[src/rtl/mem_port_arbiter.sv]
// Round-robin arbiter sharing one memory port between the cache interface (0) and
// the line-crypto block (1): one transaction in flight, guarded by a watchdog.
module mem_port_arbiter #(
   parameter int ADDRESS_BITS   = 12,
   parameter int DATA_WIDTH     = 32,
   parameter int MSG_BITS       = 3,
   parameter int TIMEOUT_CYCLES = 64
) (
   input  logic                  clock,
   input  logic                  reset,
   input  logic [MSG_BITS-1:0]   req0_msg,
   input  logic [ADDRESS_BITS:0] req0_address,
   input  logic [DATA_WIDTH-1:0] req0_data,
   input  logic [MSG_BITS-1:0]   req1_msg,
   input  logic [ADDRESS_BITS:0] req1_address,
   input  logic [DATA_WIDTH-1:0] req1_data,
   output logic [MSG_BITS-1:0]   resp0_msg,
   output logic [ADDRESS_BITS:0] resp0_address,
   output logic [DATA_WIDTH-1:0] resp0_data,
   output logic [MSG_BITS-1:0]   resp1_msg,
   output logic [ADDRESS_BITS:0] resp1_address,
   output logic [DATA_WIDTH-1:0] resp1_data,
   output logic [MSG_BITS-1:0]   mem_msg,
   output logic [ADDRESS_BITS:0] mem_address,
   output logic [DATA_WIDTH-1:0] mem_data,
   input  logic [MSG_BITS-1:0]   mem_resp_msg,
   input  logic [ADDRESS_BITS:0] mem_resp_address,
   input  logic [DATA_WIDTH-1:0] mem_resp_data,
   output logic                  busy,
   output logic                  owner,
   output logic                  timeout_flag
);

   localparam int WD_BITS = $clog2(TIMEOUT_CYCLES) + 1;
   localparam logic [WD_BITS-1:0]  WD_LIMIT   = WD_BITS'(TIMEOUT_CYCLES);
   localparam logic [MSG_BITS-1:0] REQ_READ   = MSG_BITS'(1);
   localparam logic [MSG_BITS-1:0] REQ_WRITE  = MSG_BITS'(2);
   localparam logic [MSG_BITS-1:0] RESP_ERROR = MSG_BITS'(3);

   typedef enum logic [1:0] {
      IDLE    = 2'd0,
      BUSY    = 2'd1,
      RELEASE = 2'd2
   } state_t;

   state_t state_reg, state_next;
   logic   rr_ptr_reg, rr_ptr_next;
   logic   owner_reg, owner_next;
   logic   busy_reg, busy_next;
   logic   flag_reg, flag_next;
   logic   grant_sel;
   logic [WD_BITS-1:0] wd_reg, wd_next, wd_inc;

   logic [MSG_BITS-1:0]   mem_msg_reg, mem_msg_next;
   logic [ADDRESS_BITS:0] mem_addr_reg, mem_addr_next;
   logic [DATA_WIDTH-1:0] mem_data_reg, mem_data_next;

   logic [1:0][MSG_BITS-1:0]   resp_msg_reg, resp_msg_next;
   logic [1:0][ADDRESS_BITS:0] resp_addr_reg, resp_addr_next;
   logic [1:0][DATA_WIDTH-1:0] resp_data_reg, resp_data_next;

   logic [1:0][MSG_BITS-1:0]   req_msg;
   logic [1:0][ADDRESS_BITS:0] req_addr;
   logic [1:0][DATA_WIDTH-1:0] req_data;
   logic [1:0]                 req_valid;

   assign req_msg  = {req1_msg, req0_msg};
   assign req_addr = {req1_address, req0_address};
   assign req_data = {req1_data, req0_data};

   genvar gi;
   generate
      for (gi = 0; gi < 2; gi++) begin : g_req
         // Reserved command encodings count as no request.
         assign req_valid[gi] = (req_msg[gi] == REQ_READ) || (req_msg[gi] == REQ_WRITE);
      end
   endgenerate

   assign wd_inc = (wd_reg == WD_LIMIT) ? wd_reg : wd_reg + WD_BITS'(1);

   always_comb begin
      state_next     = state_reg;
      rr_ptr_next    = rr_ptr_reg;
      owner_next     = owner_reg;
      busy_next      = busy_reg;
      flag_next      = flag_reg;
      wd_next        = wd_reg;
      mem_msg_next   = mem_msg_reg;
      mem_addr_next  = mem_addr_reg;
      mem_data_next  = mem_data_reg;
      resp_msg_next  = resp_msg_reg;
      resp_addr_next = resp_addr_reg;
      resp_data_next = resp_data_reg;
      grant_sel      = (req_valid == 2'b11) ? rr_ptr_reg : req_valid[1];

      case (state_reg)
         IDLE: begin
            if (mem_resp_msg != '0) flag_next = 1'b1;
            if (req_valid != 2'b00) begin
               owner_next    = grant_sel;
               mem_msg_next  = req_msg[grant_sel];
               mem_addr_next = req_addr[grant_sel];
               mem_data_next = req_data[grant_sel];
               busy_next     = 1'b1;
               wd_next       = '0;
               state_next    = BUSY;
            end
         end
         BUSY: begin
            wd_next = wd_inc;
            // A response arriving on the timeout edge still wins.
            if (mem_resp_msg != '0) begin
               resp_msg_next[owner_reg]  = mem_resp_msg;
               resp_addr_next[owner_reg] = mem_resp_address;
               resp_data_next[owner_reg] = mem_resp_data;
               mem_msg_next  = '0;
               mem_addr_next = '0;
               mem_data_next = '0;
               busy_next     = 1'b0;
               state_next    = RELEASE;
            end else if (wd_inc == WD_LIMIT) begin
               resp_msg_next[owner_reg]  = RESP_ERROR;
               resp_addr_next[owner_reg] = mem_addr_reg;
               resp_data_next[owner_reg] = '0;
               mem_msg_next  = '0;
               mem_addr_next = '0;
               mem_data_next = '0;
               busy_next     = 1'b0;
               flag_next     = 1'b1;
               state_next    = RELEASE;
            end
         end
         RELEASE: begin
            // Requests are ignored here so the owner's held msg cannot re-grant.
            if (mem_resp_msg != '0) flag_next = 1'b1;
            resp_msg_next  = '0;
            resp_addr_next = '0;
            resp_data_next = '0;
            rr_ptr_next    = ~owner_reg;
            state_next     = IDLE;
         end
         default: state_next = IDLE;
      endcase
   end

   always_ff @(posedge clock or negedge reset) begin
      if (!reset) begin
         state_reg     <= IDLE;
         rr_ptr_reg    <= 1'b0;
         owner_reg     <= 1'b0;
         busy_reg      <= 1'b0;
         flag_reg      <= 1'b0;
         wd_reg        <= '0;
         mem_msg_reg   <= '0;
         mem_addr_reg  <= '0;
         mem_data_reg  <= '0;
         resp_msg_reg  <= '0;
         resp_addr_reg <= '0;
         resp_data_reg <= '0;
      end else begin
         state_reg     <= state_next;
         rr_ptr_reg    <= rr_ptr_next;
         owner_reg     <= owner_next;
         busy_reg      <= busy_next;
         flag_reg      <= flag_next;
         wd_reg        <= wd_next;
         mem_msg_reg   <= mem_msg_next;
         mem_addr_reg  <= mem_addr_next;
         mem_data_reg  <= mem_data_next;
         resp_msg_reg  <= resp_msg_next;
         resp_addr_reg <= resp_addr_next;
         resp_data_reg <= resp_data_next;
      end
   end

   assign resp0_msg     = resp_msg_reg[0];
   assign resp0_address = resp_addr_reg[0];
   assign resp0_data    = resp_data_reg[0];
   assign resp1_msg     = resp_msg_reg[1];
   assign resp1_address = resp_addr_reg[1];
   assign resp1_data    = resp_data_reg[1];
   assign mem_msg       = mem_msg_reg;
   assign mem_address   = mem_addr_reg;
   assign mem_data      = mem_data_reg;
   assign busy          = busy_reg;
   assign owner         = owner_reg;
   assign timeout_flag  = flag_reg;

endmodule

[config.mk]
export PLATFORM = sky130hd
export DESIGN_NAME = mem_port_arbiter
export DESIGN_NICKNAME = d
export VERILOG_FILES = /design/src/rtl/mem_port_arbiter.sv
export SDC_FILE = /design/constraint.sdc
export NUM_CORES = 1
export LEC_CHECK = 0
export ABC_CLOCK_PERIOD_IN_PS = 2400
export BUFFER_PORTS_ARGS = -buffer_cell sky130_fd_sc_hd__buf_2
export CORE_ASPECT_RATIO = 1.25
export CORE_MARGIN = 5
export CORE_UTILIZATION = 43
export DETAILED_ROUTE_END_ITERATION = 10
export PLACE_DENSITY = 0.77
export SYNTH_ARGS = -nofsm -noshare
export SYNTH_HDL_FRONTEND = slang
export SYNTH_SLANG_ARGS = --single-unit
export TNS_END_PERCENT = 10
[constraint.sdc]
create_clock -name clock -period 2.4 [get_ports clock]
set_input_delay 0.24 -clock clock [delete_from_list [all_inputs] [get_ports clock]]
set_output_delay 0.24 -clock clock [all_outputs]
set_load 0.01 [all_outputs]
==> results by stage, run 1 <==
Power:
- The total power density per cell area is roughly 1200 nW/um2.
- Across the VDD grid, the largest voltage drop is 741 uV.
- Summed over all cells, the static leakage comes to 4.99 nW.

Run:
- The number of maximum-capacitance violations is 0.

Logic synthesis:
- After synthesis the netlist holds a flip-flop and latch count of 157.
- A synthesized cell averages 11.9 um2.
- The synthesized netlist devotes 0.360% of its cell area to adder and majority cells.
- When the netlist entered floorplanning its net count stood at 730.
- The synthesized netlist contains 44 unique library cells.
- The cell taking the most area after synthesis is sky130_fd_sc_hd__dfrtp_1.
- By area the synthesized netlist is led by sky130_fd_sc_hd__dfrtp_1 (57%), sky130_fd_sc_hd__mux2i_1 (12%), sky130_fd_sc_hd__a22o_1 (8.2%), sky130_fd_sc_hd__a221oi_1 (5.8%), sky130_fd_sc_hd__nor2_1 (3.3%).
- The xor and xnor fraction of the mapped netlist area is less than 1%.
- In this run the biggest area consumer among cell types represents between 50% and 60% of the synthesized area.
- The compound-cell area share of the yosys netlist is 19.4%.
- The simple-gate portion of the synthesized area is 7.29%.
- The cell area that synthesis handed to floorplanning was 6950 um2.
- During synthesis, Yosys emitted a total of 0 warnings.
- The most repeated cell in the gate-level netlist after synthesis is sky130_fd_sc_hd__dfrtp_1.
- The number of synthesized flops with an enable pin is 0.
- Multiplexer cells account for approximately an eighth of the synthesized area.
- The share of flip-flops with an asynchronous set or reset is between 90% and 100%.
- The count of mapped cells out of synthesis is 582.
- The combinational family with the most area after synthesis is compound AO/OA/AOI/OAI gates.
- The sequential element share of the synthesized area is 56.5%.
- The most used flip-flop cell after synthesis is sky130_fd_sc_hd__dfrtp_1.
- The commonest cells after synthesis are sky130_fd_sc_hd__dfrtp_1 (157), sky130_fd_sc_hd__mux2i_1 (86), sky130_fd_sc_hd__a22o_1 (65).

GRT:
- The total overflow left after global routing is 0.
- The global-route wire length before repair is 32,900 um.
- The largest net degree at the start of global routing is 82.
- Global routing used 21.9% of the available tracks.
- The number of global-route vias before repair is 6,234.
- The number of antenna violations at the first check in global routing is 0.

STA:
- The number of hold violations in the final report is 0.
- The clock period could shrink to 2380 ps.
- The final sum of negative setup slack is 0 ps.
- Setup violations remaining at the end of the flow were counted as 0.
- Timing would allow up to 0.420 GHz.
- Setup repair after global routing could not meet its margin everywhere.
- The number of slew-limit violations in the final report is 0.
- The clock arrives with 13.9 ps of skew.
- The actual transition at the worst max-transition pin is 603 ps.
- The share of the cycle needed by the critical path after routing is 99.3%.
- The relative slew slack is 59.4%.
- The minimum hold slack is 63.5 ps.

Drt:
- The first TritonRoute pass finished after 5 iterations.
- The number of design-rule violations left by the first detailed-router iteration is 368.
- The count of nets left with antenna violations once routing finished came out at 0.
- The vias per cell is ~5.6.
- Across all layers, the routed design uses between 6,000 and 7,000 vias.
- Summed over all layers, the routed wires come to roughly 22,000 um.
- For this run, design rule violations remaining after detail routing come to 0.
- In the final routed layout, each cell accounts on average for around 20 um.

Final layout:
- The signed area change from the synthesized netlist to the final layout is 37.7%.
- For this run, the post-layout net count is 1,023.
- Cells with a size suffix above 1 make up 42.7% of the layout.
- The finished layout holds 1,104 standard cells, fillers aside.
- The end-of-flow core utilization is 59.6%.

Place:
- At the end of routability-driven placement, the weighted congestion stood at between 0.7 and 0.8.
- In this run the tool buffered the top-level ports with approximately 290 buffer cells.
- The placed wire-length estimate after detailed placement is 14,900 um.
- The number of placed instances, taps included, is 1,063.

Floorplan:
- The count of boundary I/O pins is 293.
- The row count is 52.
- The floorplan step defined a die boundary enclosing 18,800 um2.
- The initial core utilization is 43.2%.
- Measured along the y axis, the die boundary spans 152 um.
- The die extent in x is approximately 120 um.
- The core area is 16,100 um2.

Critical path:
- The worst setup path is of the flop to flop kind.
- The register-to-register path setup slack is 20 ps.
- The kind of launch point of the worst setup path is a flop.
- The worst register-to-register path has a depth of 8.
- The worst setup path is captured at a flop.
- The worst-path maximum fanout is 8.
- The required time of the critical path is 2720 ps.
- For the worst setup path, the data arrival time is 2710 ps.

CTS:
- The buffer depth of the longest clock path is 2.
- Clock tree synthesis inserted a total of 17 buffers.
- The clock latency of the later-clocked register in the worst-skew pair is ~420 ps.
- The root buffer cell chosen for the clock tree is sky130_fd_sc_hd__clkbuf_16.
- The clock tree from TritonCTS is done.
- The clock-pin slew of the registers on the worst-case setup and hold paths is 60 ps.
- The count of H-tree levels built during CTS is 4.
- The number of sinks driven by the clock tree is 157.

Hold path:
- The worst hold path was traced through 2 stages.
- The worst hold path class is primary input to flop.

Run status:
- The run finished with clean final reports.
-- placed cells by master, fill, tap and decap left out, types with 4 or more instances in the layout --
master | synthesis | layout
sky130_fd_sc_hd__nand2_1 | 38 | 38
sky130_fd_sc_hd__buf_6 | 3 | 4
sky130_fd_sc_hd__mux2i_1 | 86 | 85
sky130_fd_sc_hd__nor2_1 | 61 | 59
sky130_fd_sc_hd__a21oi_1 | 6 | 6
sky130_fd_sc_hd__o31ai_1 | 6 | 6
sky130_fd_sc_hd__o21ai_0 | 11 | 11
sky130_fd_sc_hd__clkinvlp_4 | 0 | 4
sky130_fd_sc_hd__buf_4 | 1 | 18
sky130_fd_sc_hd__a221oi_1 | 46 | 45
sky130_fd_sc_hd__clkbuf_16 | 0 | 20
sky130_fd_sc_hd__buf_12 | 0 | 9
sky130_fd_sc_hd__a22o_1 | 65 | 65
sky130_fd_sc_hd__buf_2 | 17 | 291
sky130_fd_sc_hd__dfrtp_1 | 157 | 154
-- final cells by class --
class | instances | area [um2]
Fill cell | 1366 | 6500
Sequential cell | 157 | 3930
Multi-Input combinational cell | 369 | 2890
Timing Repair Buffer | 326 | 1900
Clock buffer | 22 | 474
Tap cell | 216 | 270
Clock inverter | 9 | 87.6
Inverter | 4 | 15.0
Antenna cell | 1 | 2.50
-- layer usage --
layer,GRT usage [%],routed length [um],vias up
li1,-,-,2783
met1,27.8,8520,2993
met2,35.1,10600,333
met3,6.65,2060,32
met4,8.28,439,0
met5,0,0,-
-- cell families (layout without fill, tap and decap cells) --
family / Yosys count / in the layout
adders and majority gates: 2 / 2
AOI/OAI and AO/OA: 159 / 159
other: 0 / 1
muxes: 86 / 86
buffers and inverters: 56 / 361
xor gates and xnor gates: 3 / 3
DFF: 157 / 157
and+or+nand+nor: 119 / 119
-- worst paths after layout --
| kind | to | from |
|---|---|---|
| max | resp1_address[0] | wd_reg[0] |
| min | resp0_data[2] | mem_resp_data[2] |
| max reg2reg | resp1_address[0] | wd_reg[0] |
| min reg2reg | timeout_flag | timeout_flag |
| max in group asynchronous | resp0_data[23] | reset |
| min in group asynchronous | resp1_data[1] | reset |
-- power by group --
part           switching [mW]  total [mW]  internal (mW)
logic                    2.54        4.70           2.17
clock network            1.04        2.55           1.50
registers               0.787        4.60           3.82
total                    4.37        11.9           7.49
-- critical path, cell delays in order (launching register included) --
cell and delay, ps:
sky130_fd_sc_hd__dfrtp_2 430, sky130_fd_sc_hd__ha_4 170, sky130_fd_sc_hd__nand3_4 80, sky130_fd_sc_hd__or3_1 320, sky130_fd_sc_hd__a221o_1 360, sky130_fd_sc_hd__buf_6 150, sky130_fd_sc_hd__o31ai_4 340, sky130_fd_sc_hd__buf_12 190
sky130_fd_sc_hd__mux2i_2 230
-- metrics by stage --
step	cell area (um2)	power (mW)	setup slack (ps)
after floorplan	6950	7.00	6.04
after global placement	8790	8.99	153
after CTS	9370	11.7	29.9
after detailed placement	8790	9.12	52.0
final	9570	11.9	17.1
after global routing	9570	12.6	-35.2
-- repair_timing --
item                                    CTS  global route
buffers inserted                          0             4
gates resized for setup                   0            16
endpoints found under the setup margin    0           134
hold buffers                              1             0
hold endpoints to repair                 57             0
No activity file was read; power rests on OpenSTA's default activity.
==> run 2, diff against run 1 <==
Settings changed: ABC_CLOCK_PERIOD_IN_PS 2400 to 2530, CORE_MARGIN 5 to default, PLACE_DENSITY 0.77 to 0.74.
Clock period 2.4 ns to 2.53 ns, I/O delays scaled along.
==> run 2 against run 1 <==
  * Worst hold slack improved by 8.1 ps
  * Via count decreased by 3.1%
  * Die area decreased by 11%
  * Combinational power decreased by 11%
  * Critical path depth unchanged
  * Maximum frequency decreased by 0.97%
  * Sequential power decreased by 5.9%
  * Clock power decreased by 2%
  * Setup slack improved by 110 ps
  * Cell count decreased by 1.2%
  * Critical path type unchanged
  * Critical endpoint is now resp0_address[3]
  * Largest cell class unchanged
  * Largest power group is now registers
  * Highest routed layer unchanged
==> results by stage, run 2 (same netlist as run 1, synthesis figures left out) <==
Run status:
- The flow ran to the end, and the final reports show no timing, DRC or antenna violations.

Final layout:
- The layout net count is about 1,000.
- The most common cell after layout, fill and taps aside is sky130_fd_sc_hd__buf_2.
- The share of cells above drive strength 1 is 41.2%.
- The area growth from synthesis to layout is 34.6%.
- The top cell types in the final layout, fill and taps aside, are sky130_fd_sc_hd__buf_2 (291), sky130_fd_sc_hd__dfrtp_1 (157), sky130_fd_sc_hd__mux2i_1 (86).
- The number of antenna cells inserted is 0.

Power:
- The completed layout was analyzed and its total power is 11.0 mW.
- The clock network is responsible for 22.7% of the overall power.
- The switching portion of total power is between 30% and 40%.
- Across the VDD grid, the largest voltage drop is 580 uV.
- The design internal power is 6.92 mW.
- The portion of total power attributed to sequential cells is a little under 40%.
- The leakage power of the design is 4.92 nW.
- In this run the power density over the cells is 1180 nW/um2.
- In this run the power spent charging and discharging nets is 4.10 mW.
- The portion of total power attributed to combinational logic is a little under two fifths.

GRT:
- The number of antenna violations at the first check in global routing is 0.
- Global routing used 23.4% of the available tracks across all layers.
- The number of global-route vias before repair is 5,811.
- Entering global routing, the biggest net connects 76 pins.
- The leftover overflow at the end of global routing is 0.
- The first global-routing pass estimated 29,900 um of wire.

STA:
- For the pin with the worst max-slew slack, the measured transition is 718 ps.
- The final sum of negative setup slack is 0 ps.
- The final critical path takes up 95.1% of the cycle.
- The worst setup skew after layout is 10.3 ps.
- The maximum clock frequency is 0.416 GHz.
- The worst path needs 2410 ps of the cycle, external delays included.
- The number of hold violations in the final report is 0.
- The number of slew-limit violations in the final report is 0.
- In this run the tightest slew margin relative to its limit is 52.1%.
- Setup repair after global routing left no endpoint under its margin.
- The number of setup violations in the final report is 0.

Critical path:
- The required time of the critical path is around 2900 ps.
- The type of destination of the critical path is a flop.
- The critical path goes through ha_1 > nand3_2 > or3_1 > a221o_1 > buf_4 > o31ai_4 > buf_12 > mux2i_1.
- The setup path with the least slack is of type flop to flop.
- The worst stage delay on the critical path is 410 ps.
- The arrival time of the worst setup path is ~2700 ps.
- The worst setup path is launched from a flop.
- For this design, the slowest cell found on the critical path is sky130_fd_sc_hd__dfrtp_1.
- The worst-path maximum fanout is 16.

Floorplan:
- Measured along the x axis, the die boundary spans around 120 um.
- The initial core utilization is 44.3%.
- 293 I/O pins were placed.
- The row count is 51.
- The die boundary height is 144 um.
- The total die area is 16,700 um2.
- The core region is 15,700 um2.

Drt:
- The final layout contains routed wiring with a total length of 19,200 um.
- After detailed routing, the average wire length per cell comes to 17.6 um.
- The first-pass iteration count of the detailed router is 4.
- The vias per cell is 5.45.
- The number of DRC violations after detailed routing is 0.
- The first routing iteration left ~330 violations.
- The final route contains 5,950 vias.
- The count of nets left with antenna violations once routing finished came out at 0.

Place:
- The congestion estimate from routability-driven global placement came to 0.854.
- Summed over all nets, the half-perimeter wirelength after detailed placement is 13,700 um.
- Input and output buffers added on the ports amount to 292.

Hold path:
- The worst hold path class is primary input to flop.

CTS:
- The clock tree from TritonCTS is done.
- The root buffer cell is sky130_fd_sc_hd__clkbuf_16.
- Clock tree synthesis found a total of 157 sinks.
- The total setup buffers inserted after CTS is 0.
- The H-tree was split into 4 levels.
- The buffer depth of the longest clock path is 2.
- The clock latency of the later-clocked register in the worst-skew pair is around 420 ps.
- The total clock buffers created by CTS is 17.
- After clock tree synthesis, the clock-pin slew on the worst setup and hold paths is 70 ps.

Run:
- The number of maximum-capacitance violations is 0.
run 2: layout make-up:
| class | instances | area (um2) |
|---|---|---|
| clock buffer | 18 | 429 |
| clock inverter | 14 | 154 |
| fill | 1378 | 6340 |
| inverter | 4 | 15.0 |
| multi-input combinational | 369 | 2820 |
| sequential | 157 | 3930 |
| tap | 212 | 265 |
| timing repair buffer | 317 | 1750 |
run 2: through the flow:
stage | cell area, um2 | utilization (%) | setup slack [ps] | hold WS, ps | instances
2_1_floorplan | 6950 | - | 120 | -42.6 | 582
3_3_place_gp | 8760 | 55.8 | 160 | 338 | 1058
3_5_place_dp | 8760 | 55.8 | 75.6 | 341 | 1058
4_1_cts | 9350 | 59.6 | 89.3 | 53.4 | 1091
5_1_grt | 9360 | 59.6 | 2.58 | 57.3 | 1091
6_report | 9360 | 59.6 | 124 | 71.6 | 1091
run 2: power by group through the flow:
| stage | Combinational [mW] | Clock [mW] | Sequential [mW] |
|---|---|---|---|
| CTS | 4.23 | 2.56 | 4.32 |
| finish | 4.20 | 2.50 | 4.33 |
| floorplan | 1.88 | 0 | 4.76 |
| detailed placement | 4.23 | 0 | 4.33 |
| global placement | 4.10 | 0 | 4.35 |
| global route | 4.65 | 2.66 | 4.47 |
run 2: metal layers:
layer / wire length [um] / vias to the layer above / GRT usage, % / part of all wire [%]
met5: 0 / - / 0 / 0
met4: 457 / 0 / 8.37 / 2.4
met3: 1310 / 33 / 5.91 / 6.8
met2: 9370 / 256 / 38.6 / 49
met1: 8060 / 2896 / 29.8 / 42
li1: - / 2765 / - / -
run 2: final timing paths:
check | to | from | cells after the start | slack, ps
worst max-delay path | resp0_address[3] | wd_reg[0] | 8 | 120
worst min register to register | timeout_flag | timeout_flag | 1 | 500
worst max register to register | resp0_address[3] | wd_reg[0] | 8 | 120
min in group asynchronous | resp0_data[4] | reset | 2 | 450
max in group asynchronous | resp0_data[3] | reset | 3 | 1340
worst min-delay path | resp0_data[23] | mem_resp_data[23] | 2 | 70
run 2: worst max-delay path: cells and delay by family, from the launching register on:
kind	cells	cell delay, ps
multiplexers	1	220
adder cells (fa/ha/maj)	1	210
AND/OR/NAND/NOR	2	430
flip-flops	1	410
buffers and inverters	2	400
AO/OA/AOI/OAI	2	640
run 2: what timing repair did:
action                                  4_1_cts  5_1_grt
endpoints found under the hold margin        72        0
endpoints found under the setup margin        0       52
gates resized for setup                       0        2
hold buffers                                  1        0
==> run 3, diff against run 2 <==
Settings changed: ABC_AREA from default to 1, CORE_ASPECT_RATIO 1.25 to 1.2, PLACE_DENSITY 0.74 to 0.72.
==> run 3 against run 2 <==
  * Cell count up 51%
  * Power up 8.4%
  * Global-route usage up 3.1 points
  * Wire length up 34%
  * Cell area up 12%
  * Sequential share of layout area down 4.5 points
  * Synthesized cell count up 93%
  * Die area up 18%
  * Flip-flop and latch count unchanged
  * Critical path depth up 5
  * Critical path type unchanged
  * Critical endpoint is now resp1_data[23]
  * Highest routed layer unchanged
==> results by stage, run 3 <==
Power:
- The power dissipated by switching net loads is 5.01 mW.
- Power spread over the standard cell area amounts to 1140 nW/um2.
- The design internal power is 6.94 mW.
- Summed over all cells, the static leakage comes to 5.87 nW.
- The maximum ir drop on the vdd rail is 592 uV.
- Registers are responsible for around 36% of the overall power.
- In this run switching power makes up 41.9% of total power.
- Combinational logic burns 41.9% of the power.
- The clock group share of total power is 22.6%.

Critical path:
- Of all nets on the critical path, the largest fanout is 70.
- Counting cells, the worst reg-to-reg path comes to 13.
- Together, buffers and inverters on the worst path number 1.
- The worst setup path is captured at a flop.
- The signal on the critical path passes through ha_1 > nand3_1 > nand2_1 > nand2_1 > nand3_1 > nor2_1 > nand2_1 > nand2_1 > nand2_2 > nand2_4 > buf_12 > nand3_1 > nand2_1.
- The kind of launch point of the worst setup path is a flop.
- The arrival time of the worst setup path is 2560 ps.
- The logic depth of the worst setup path including buffers is 13.
- In this design, the largest share of critical-path delay is due to simple AND/OR/NAND/NOR gates.
- The cell that appears most often on the critical path is sky130_fd_sc_hd__nand2_1.
- On the critical path, the stage with the largest delay is an instance of sky130_fd_sc_hd__dfrtp_1.
- The largest single stage delay on the critical path is 430 ps.
- The worst setup path is of the flop to flop kind.
- Data on the critical path is required at its endpoint by 2890 ps.

CTS:
- The count of H-tree levels built during CTS is 4.
- The total clock buffers created by CTS is 17.
- The total setup buffers inserted after CTS is 0.
- The buffer depth of the longest clock path is 2.
- The clock-pin slew of the registers on the worst-case setup and hold paths is 60 ps.
- The clock tree from TritonCTS is done.
- The clock latency of the later-clocked register in the worst-skew pair is 420 ps.
- The number of sinks driven by the clock tree is 157.
- The root buffer cell is sky130_fd_sc_hd__clkbuf_16.

STA:
- The relative slew slack is 58.9%.
- Setup repair after global routing left no endpoint under its margin.
- Setup slack on the critical path of the routed design comes to 331 ps.
- The number of hold violations in the final report is 0.
- Final hold analysis gives a worst-case slack of 133 ps.
- Derived from the worst setup path, the maximum achievable clock frequency is 0.455 GHz.
- The final period demand of the worst path is between 2000 and 2500 ps.
- For the final routed database, the setup TNS stands at 0 ps.
- The number of slew-limit violations in the final report was 0.
- The number of setup violations in the final report is 0.
- The worst setup skew after layout is 10.3 ps.
- The share of the cycle needed by the critical path after routing is just under 90%.
- The actual transition at the worst max-transition pin is approximately 620 ps.

GRT:
- The number of antenna violations at the first check in global routing is 0.
- The number of global-route vias before repair is 8,189.
- The global-route track usage on met3 is around 5.5%.
- After global routing, the most crowded layer is met2.
- The leftover overflow at the end of global routing is 0.
- The global-route met2 utilization is 44.3%.
- In the global route stage, met1 resource usage came out at 34.4%.
- The global-route wire length before repair is 41,400 um.
- Entering global routing, the biggest net connects 71 pins.
- Across every metal layer, demand over resource in global routing totals 26.5%.

Logic synthesis:
- The cell area that synthesis handed to floorplanning was just over 8000 um2.
- The netlist uses 29 different library cells.
- Each instance of the synthesized netlist takes up on average around 7.3 um2.
- The post-synthesis sequential element count is ~160.
- By count the netlist is led by sky130_fd_sc_hd__nand2_1 (455), sky130_fd_sc_hd__a21oi_1 (166), sky130_fd_sc_hd__dfrtp_1 (157).
- Of the post-synthesis cell area, the dominant cell type holds around 48%.
- The count of mapped cells out of synthesis is 1,125.
- During synthesis, Yosys emitted a total of 0 warnings.
- The sequential element share of the synthesized area is 47.6%.
- The share of flip-flops with an asynchronous set or reset is 100%.
- The total nets after synthesis is between 1,000 and 1,500.
- The most used flip-flop cell after synthesis is sky130_fd_sc_hd__dfrtp_1.
- By area the synthesized netlist is led by sky130_fd_sc_hd__dfrtp_1 (48%), sky130_fd_sc_hd__nand2_1 (21%), sky130_fd_sc_hd__a21oi_1 (10%), sky130_fd_sc_hd__nand3_1 (6.8%), sky130_fd_sc_hd__o21ai_0 (2.5%).
- Yosys mapped a number of flops with a built-in enable equal to 0.
- sky130_fd_sc_hd__dfrtp_1 takes more of the synthesized area than any other cell.
- In the post-synthesis netlist, the cell with the most instances is sky130_fd_sc_hd__nand2_1.

Final layout:
- The number of antenna diodes in the final layout is 0.
- The net count of the finished layout is 1,527.
- The post-route netlist has a little over a quarter of its cells at a drive strength greater than 1.
- The library cells used most frequently in the layout, excluding fill and tap cells, are sky130_fd_sc_hd__nand2_1 (454), sky130_fd_sc_hd__buf_2 (291), sky130_fd_sc_hd__a21oi_1 (166).
- The signed area change from the synthesized netlist to the final layout is 26.9%.
- The non-filler instance count after layout is 1,646.
- Leaving out fill and tap cells, the most frequent cell in the layout is sky130_fd_sc_hd__nand2_1.
- The final design area excluding fillers is 10,500 um2.

Drt:
- The total wire length is between 20,000 and 30,000 um.
- The number of design-rule violations left by the first detailed-router iteration is between 600 and 700.
- The first-pass iteration count of the detailed router is 5.
- In the routed design, unresolved DRC markers number 0.
- The final antenna-violating net count is 0.
- The routed length per placed instance is 15.7 um.
- The via count is 8,630.
- The vias per cell is between 5 and 6.

Hold path:
- The tightest min-delay check is of the primary input to flop type.
- The hold-critical path depth is 3.

Run:
- The number of maximum-capacitance violations is 0.

Place:
- The routability congestion estimate from global placement is 0.827.
- The post-detailed-placement cell area is 9860 um2.
- The worst slack at placement is 313 ps.
- Including well taps, the total number of placed cells is around 1,600.
- The count of buffers inserted at the top-level ports is 292.
- The HPWL after detailed placement is 17,100 um.

Run status:
- The flow ran to the end, and the final reports show no timing, DRC or antenna violations.

Floorplan:
- The initial core utilization is 43.8%.
- During I/O placement, the number of pins put on the boundary was 293.
- The row count is 55.
- The total die area is slightly below 20,000 um2.
- The core area is 18,900 um2.
- The die boundary height is 154 um.
- From left edge to right edge, the die measures 128 um.
run 3: changes by cell type in the layout (fill, tap and decap cells not counted), moves of 5 or more:
cell                       previous run  this run
sky130_fd_sc_hd__nor2_1              59        26
sky130_fd_sc_hd__a221oi_1            46         0
sky130_fd_sc_hd__nand2_1             38       454
sky130_fd_sc_hd__o21ai_0             11        42
sky130_fd_sc_hd__o22ai_1              1        15
sky130_fd_sc_hd__nand2_2              0        16
sky130_fd_sc_hd__mux2i_1             86         0
sky130_fd_sc_hd__o31ai_1              6         1
sky130_fd_sc_hd__a22o_1              65         0
sky130_fd_sc_hd__a21oi_1              6       166
sky130_fd_sc_hd__inv_1                4        33
sky130_fd_sc_hd__nand3_1              0       112
run 3: final timing paths:
kind | from | to | slack, ps
min in group asynchronous | reset | resp0_data[4] | 380
hold / removal | req1_address[3] | mem_address[3] | 130
hold reg to reg | resp1_address[1] | resp1_address[1] | 470
setup reg to reg | wd_reg[0] | resp1_data[23] | 330
max in group asynchronous | reset | resp1_data[28] | 1440
setup / recovery | wd_reg[0] | resp1_data[23] | 330
run 3: logic make-up (layout without fill, tap and decap cells):
group,count (synthesis),count (layout),synth area share [%]
DFF,157,157,47.6
buffers and inverters,117,382,6.83
xor gates and xnor gates,1,1,0.106
and+or+nand+nor,621,621,31.1
AOI/OAI and AO/OA,227,227,14.1
adders and majority gates,2,2,0.303
run 3: metrics by stage:
stage,util (%),power [mW]
4_1_cts,55.6,12.0
2_1_floorplan,-,7.30
3_3_place_gp,52.3,9.17
3_5_place_dp,52.3,9.29
5_1_grt,55.6,12.8
6_report,55.6,11.9
run 3: per-layer routing:
metal / routed length [um] / vias up
met5: 0 / -
met4: 362 / 0
met3: 1980 / 30
met2: 12400 / 388
met1: 11100 / 4045
li1: - / 4167
run 3: power groups by stage:
stage          combinational [mW]  clock [mW]  sequential [mW]
6_report                     5.01        2.70             4.24
5_1_grt                      5.58        2.86             4.36
4_1_cts                      5.04        2.74             4.24
3_5_place_dp                 5.04           0             4.25
3_3_place_gp                 4.94           0             4.23
2_1_floorplan                2.65           0             4.64
run 3: repair_timing:
action	in CTS	in global routing
hold buffers	1	0
endpoints found under the setup margin	0	4
gates resized for setup	0	1
hold endpoints to repair	52	0
run 3: worst min-delay path: stages:
cell and delay, ps:
sky130_fd_sc_hd__buf_2 70, sky130_fd_sc_hd__nor2_1 30, sky130_fd_sc_hd__o22ai_1 140
run 3: cell type report:
type / instances / area (um2)
Fill cell: 1839 / 8370
Multi-Input combinational cell: 851 / 3770
Sequential cell: 157 / 3930
Tap cell: 256 / 320
Timing Repair Buffer: 316 / 1720
Clock buffer: 19 / 443
Clock inverter: 11 / 166
Inverter: 36 / 135
